[src/rtl/wr_en_decoder_pkg.sv]
// Shared types and helpers for the register-file write-enable decoder.
// Holds the sweep FSM state encoding and the per-port address slice helper.
package wr_en_decoder_pkg;

  typedef enum logic [0:0] {
    IDLE  = 1'b0,
    SWEEP = 1'b1
  } state_e;

  localparam int MAX_ADDR_W = 8;
  localparam int MAX_PORTS  = 4;

  // Extract port p's address field of width w from a packed address bus.
  function automatic logic [MAX_ADDR_W-1:0] port_addr(
    input logic [MAX_PORTS*MAX_ADDR_W-1:0] bus,
    input int                              p,
    input int                              w
  );
    logic [MAX_PORTS*MAX_ADDR_W-1:0] shifted;
    logic [MAX_ADDR_W-1:0]           mask;
    shifted = bus >> (p * w);
    mask    = MAX_ADDR_W'((33'd1 << w) - 33'd1);
    return shifted[MAX_ADDR_W-1:0] & mask;
  endfunction

endpackage

[src/rtl/wr_en_decoder_onehot_dec.sv]
// Binary-to-one-hot decoder with enable; output is all zero when disabled.
module onehot_dec
  import wr_en_decoder_pkg::*;
#(
  parameter int ADDR_W = 3
) (
  input  logic [ADDR_W-1:0]    sel,
  input  logic                 enable,
  output logic [2**ADDR_W-1:0] onehot
);

  always_comb begin
    onehot = '0;
    if (enable) onehot[sel] = 1'b1;
  end

endmodule

[src/rtl/wr_en_decoder.sv]
// Registered write-enable decoder: multi-port fixed-priority writes plus a
// clear-sweep sequencer that loads every register once, one per cycle.
module wr_en_decoder
  import wr_en_decoder_pkg::*;
#(
  parameter int ADDR_W = 3,
  parameter int PORTS  = 2
) (
  input  logic                    clk,
  input  logic                    reset,
  input  logic [PORTS*ADDR_W-1:0] addr,
  input  logic [PORTS-1:0]        en,
  input  logic                    clr_start,
  output logic [2**ADDR_W-1:0]    ld,
  output logic [PORTS-1:0]        grant,
  output logic                    collision,
  output logic                    drop,
  output logic                    busy,
  output logic                    clr_done,
  output state_e                  state_dbg
);

  localparam int                REGS = 2**ADDR_W;
  localparam logic [ADDR_W-1:0] LAST = ADDR_W'(REGS - 1);

  // Request/acknowledge: en[p] is a one-cycle write request with no retry;
  // grant[p] one cycle later says it was written, otherwise it is lost.
  state_e            state, state_n;
  logic [ADDR_W-1:0] cnt, cnt_n;
  logic [REGS-1:0]   ld_n;
  logic [PORTS-1:0]  grant_n;
  logic              collision_n, drop_n, busy_n, clr_done_n;

  logic [MAX_PORTS*MAX_ADDR_W-1:0] addr_ext;
  logic [ADDR_W-1:0]               port_sel [PORTS];
  logic [REGS-1:0]                 port_oh  [PORTS];

  always_comb begin
    addr_ext                     = '0;
    addr_ext[PORTS*ADDR_W-1:0]   = addr;
  end

  for (genvar p = 0; p < PORTS; p++) begin : g_port
    logic [MAX_ADDR_W-1:0] sel_full;
    assign sel_full    = port_addr(addr_ext, p, ADDR_W);
    assign port_sel[p] = sel_full[ADDR_W-1:0];
    onehot_dec #(.ADDR_W(ADDR_W)) u_dec (
      .sel    (port_sel[p]),
      .enable (en[p]),
      .onehot (port_oh[p])
    );
  end

  // A port loses to any lower-index enabled port aiming at the same register.
  logic [PORTS-1:0] gnt_c;
  logic             lost_c;
  logic [REGS-1:0]  ld_req;

  always_comb begin
    gnt_c  = en;
    lost_c = 1'b0;
    ld_req = '0;
    for (int p = 1; p < PORTS; p++) begin
      for (int q = 0; q < p; q++) begin
        if (en[q] && en[p] && (port_sel[q] == port_sel[p])) gnt_c[p] = 1'b0;
      end
    end
    for (int p = 0; p < PORTS; p++) begin
      if (gnt_c[p]) ld_req = ld_req | port_oh[p];
      if (en[p] && !gnt_c[p]) lost_c = 1'b1;
    end
  end

  // cnt holds the index of the next sweep load; it rests at 0 in IDLE.
  logic            sweep_en;
  logic [REGS-1:0] sweep_oh;

  assign sweep_en = clr_start || (state == SWEEP);

  onehot_dec #(.ADDR_W(ADDR_W)) u_sweep_dec (
    .sel    (cnt),
    .enable (sweep_en),
    .onehot (sweep_oh)
  );

  always_comb begin
    state_n     = state;
    cnt_n       = cnt;
    ld_n        = '0;
    grant_n     = '0;
    collision_n = 1'b0;
    drop_n      = 1'b0;
    busy_n      = 1'b0;
    clr_done_n  = 1'b0;
    case (state)
      IDLE: begin
        if (clr_start) begin
          state_n = SWEEP;
          cnt_n   = cnt + 1'b1;
          ld_n    = sweep_oh;
          busy_n  = 1'b1;
          drop_n  = |en;
        end else begin
          ld_n        = ld_req;
          grant_n     = gnt_c;
          collision_n = lost_c;
        end
      end
      SWEEP: begin
        cnt_n  = cnt + 1'b1;
        ld_n   = sweep_oh;
        busy_n = 1'b1;
        drop_n = |en;
        if (cnt == LAST) begin
          clr_done_n = 1'b1;
          state_n    = IDLE;
        end
      end
      default: state_n = IDLE;
    endcase
  end

  always_ff @(posedge clk or posedge reset) begin
    if (reset) begin
      state     <= IDLE;
      cnt       <= '0;
      ld        <= '0;
      grant     <= '0;
      collision <= 1'b0;
      drop      <= 1'b0;
      busy      <= 1'b0;
      clr_done  <= 1'b0;
    end else begin
      state     <= state_n;
      cnt       <= cnt_n;
      ld        <= ld_n;
      grant     <= grant_n;
      collision <= collision_n;
      drop      <= drop_n;
      busy      <= busy_n;
      clr_done  <= clr_done_n;
    end
  end

  assign state_dbg = state;

endmodule

[config.mk]
export PLATFORM = sky130hd
export DESIGN_NAME = wr_en_decoder
export DESIGN_NICKNAME = d
export VERILOG_FILES = /design/src/rtl/wr_en_decoder_pkg.sv /design/src/rtl/wr_en_decoder_onehot_dec.sv /design/src/rtl/wr_en_decoder.sv
export SDC_FILE = /design/constraint.sdc
export NUM_CORES = 1
export LEC_CHECK = 0
export BUFFER_PORTS_ARGS = -buffer_cell sky130_fd_sc_hd__buf_2
export CAP_MARGIN = 25
export CELL_PAD_IN_SITES_DETAIL_PLACEMENT = 2
export CELL_PAD_IN_SITES_GLOBAL_PLACEMENT = 2
export CORE_MARGIN = 2
export CORE_UTILIZATION = 30
export DETAILED_ROUTE_END_ITERATION = 12
export PLACE_DENSITY = 0.78
export RECOVER_POWER = 25
export SLEW_MARGIN = 15
export SYNTH_ARGS = -nofsm -noshare
export SYNTH_HDL_FRONTEND = slang
export SYNTH_SLANG_ARGS = --single-unit
[constraint.sdc]
create_clock -name clk -period 1.6 [get_ports clk]
set_clock_uncertainty 0.15 [all_clocks]
set_input_delay 0.08 -clock clk [delete_from_list [all_inputs] [get_ports clk]]
set_output_delay 0.08 -clock clk [all_outputs]
set_load 0.05 [all_outputs]
==> impl_metrics.csv <==
group,metric,value,unit
worst_setup_path,crit_type,"register to register",
worst_setup_path,crit_family,"simple AND/OR/NAND/NOR gates",
floorplan,initial_utilization,0.3093,
global_routing,antenna_found_initial,0,
clock_network,postCtsSetupBuffers,0,
timing,holdWs,0.005417,ns
global_routing,grt_pass1_wl,3953,um
timing,setup_viol,0,
route,met2WireLength,1272,um
global_routing,grt_pass1_vias,798,
timing,finalMaxSlewViolations,0,
worst_setup_path,cp.arrival,1.57,ns
power,peakVddDrop,845.7,uV
worst_setup_path,critPathMaxStageDelay,0.47,ns
clock_network,insertion_delay,0.30,ns
route,met1_length,1087,um
placed_design,place.gp.congestion,0.7656,
timing,post-route-period-util,0.9399,
floorplan,core_area,0.002686,mm2
route,routed.top_layer,"met4",
global_routing,grt_max_degree,19,
layout,diodes,0,
timing,layout_min_cycle_time,1.504,ns
synth,synthXorXnorAreaFrac,0.04217,
placed_design,dpl_cell_area,0.001008,mm2
worst_setup_path,timing.critical_path.required,1.67,ns
route,viasPerCell,5.184,
clock_network,cts_resized,0,
worst_setup_path,start_kind,"register",
route,wl_met3,67,um
synth,ys_ff_latch,18,
worst_setup_path,critPathMaxFanout,9,
power,total_power,0.001975,W
timing,hold_viol_final,0,
clock_network,clockBufferDepth,2,
route,drc,0,
min_path,hold_class,"input pin to register",
route,first_pass_iters,2,
synth,yosysTopAreaCellShare,0.5422,
timing,tns,0,ns
synth,synthTopCellsByArea,"dfrtp_1 54%, a22o_1 4.2%, nand2b_1 3.8%, nand2_1 3.6%, o221ai_1 3.2%",
floorplan,ioPinCount,26,
layout,layout.cells.most_common,"buf_2",
worst_setup_path,slowest_stage,"or4_1",
synth,syn-instance-count,77,
power,leakagePower,0.5248,nW
synth,synthMuxAreaShare,0,
timing,worst_slew_pin_slew,0.6767,ns
synth,yosysTopAreaCell,"dfrtp_1",
power,powerDensity,1822,mW/mm2
synth,syn_area,830.8,um2
synth,ys_types,27,
synth,syn_nets,90,
worst_setup_path,path_cells,"nor2_4 -> inv_2 -> or4_1 -> o211ai_1",
job,drv_cap,0,
clock_network,clk_pin_slew,0.11,ns
route,dr_total_vias,731,
route,routed_wl,2478,um
clock_network,cts.sinks,18,
synth,synth_compound_area_frac,0.1416,
floorplan,die_area,0.003206,mm2
route,drt_iter0_drc,8,
worst_setup_path,cp-end-kind,"register",
global_routing,grt_overflow_total,0,
timing,rsz0062_at_grt,"no",
worst_setup_path,critPathBufInv,1,
timing,slew_headroom,0.5484,
floorplan,num_rows,19,
synth,synth_top_family_by_area,"simple AND/OR/NAND/NOR gates",
synth,syn_avg_cell_area,10.79,um2
synth,yosys.area_share.simple,0.2169,
clock_network,clockRootBuffer,"clkbuf_4",
synth,synth_fa_ha_area_frac,0.03012,
timing,max_freq,0.6650,GHz
global_routing,grt_usage,0.1680,
layout,finish.instance_area,0.001084,mm2
floorplan,fp.dieW,56.63,um
floorplan,die_h,56.63,um
layout,drive_above_1_share,0.3182,
synth,yosysWarnings,0,
layout,nets,124,
placed_design,dp_hpwl,1899,um
status,status,"completed",
clock_network,cts_tree,"built",
layout,area_growth,30.42,%
clock_network,cts_made_buffers,3,
placed_design,numPortBuffers,25,
route,ant_nets,0,
layout,mostFrequentLayoutCells,"25 x buf_2, 18 x dfrtp_1, 8 x nand2_1, 5 x nand2b_1",
synth,ys_seq_area_frac,0.5422,
route,wire_per_inst,17.57,um
clock_network,htreeDepth,1,
-- per-stage QoR --
| stage | instances | util | worst slack, ns |
|---|---|---|---|
| after detailed placement | 133 | 0.3754 | 0.1206 |
| final | 141 | 0.4034 | 0.09618 |
| after floorplan | 77 | - | 0.04421 |
| after global routing | 141 | 0.4034 | 0.04232 |
| after CTS | 141 | 0.4038 | 0.08860 |
| after global placement | 133 | 0.3754 | 0.1610 |
-- sequential cells by signal (all words and copies together) (netlist names) --
| name | flops |
|---|---|
| ld | 8 |
| cnt | 3 |
| grant | 2 |
| busy | 1 |
| clr_done | 1 |
| collision | 1 |
| drop | 1 |
| state_dbg | 1 |
-- final cells by class --
| class | count | area (um2) |
|---|---|---|
| repair buffers | 31 | 180.2 |
| multi-input cells | 53 | 362.8 |
| well taps | 31 | 38.79 |
| clock buffers | 4 | 36.28 |
| fillers | 297 | 1603 |
| inverters | 4 | 15.01 |
| flip-flops and latches | 18 | 450.4 |
-- cells by family (layout without fill, tap and decap cells) --
kind of cell               count (synthesis)  after routing
adders and majority gates                  2              2
buffers and inverters                      6             39
DFF                                       18             18
AOI/OAI and AO/OA                         14             14
and+or+nand+nor                           33             33
xor gates and xnor gates                   4              4
-- metal layers --
layer | vias up | track usage
met3 | 4 | 0.01613
li1 | 343 | -
met1 | 368 | 0.2044
met5 | - | 0
met4 | 0 | 0.09184
met2 | 16 | 0.2890
-- final timing paths --
path | from | endpoint | slack, ns | cells after the start
hold reg to reg | cnt[0]$_DFFE_PP0P_ | cnt[1]$_DFFE_PP0P_ | 0.47 | 3
min in group asynchronous | reset | grant[1]$_DFF_PP0_ | 0.27 | 3
setup reg to reg | state_dbg$_DFF_PP0_ | ld[1]$_DFF_PP0_ | 0.1 | 4
hold / removal | addr[5] | ld[1]$_DFF_PP0_ | 0.005 | 3
setup / recovery | state_dbg$_DFF_PP0_ | ld[1]$_DFF_PP0_ | 0.1 | 4
max in group asynchronous | reset | cnt[0]$_DFFE_PP0P_ | 0.60 | 3
-- power breakdown --
part / total [W] / switching (W) / internal [W]
Combinational: 0.000984 / 0.000721 / 0.000263
Sequential: 0.000707 / 0.0000998 / 0.000607
Clock: 0.000284 / 0.000145 / 0.000139
-- what timing repair did --
action | in CTS | in global routing
hold buffers | 4 | 0
endpoints found under the hold margin | 23 | 0
endpoints found under the setup margin | 0 | 0
-- Yosys cell counts, drive strengths merged --
library cell,n
or4,1
nor2,5
o221ai,3
nand3,1
nand2,8
nor3,2
and2,3
clkbuf,2
nand2b,5
dfrtp,18
nor3b,1
or2,1
o22ai,3
o21ai,1
xnor2,1
o32ai,1
inv,4
ha,2
nand4,4
o311ai,1
or2b,1
xor2,3
a22o,4
o211ai,1
or4b,1
-- worst reg2reg max path, cell delays in order (launching register included) --
cell	delay [ns]
dfrtp_1	0.45
nor2_4	0.15
inv_2	0.09
or4_1	0.47
o211ai_1	0.11
Power figures use the tool's default switching activity.
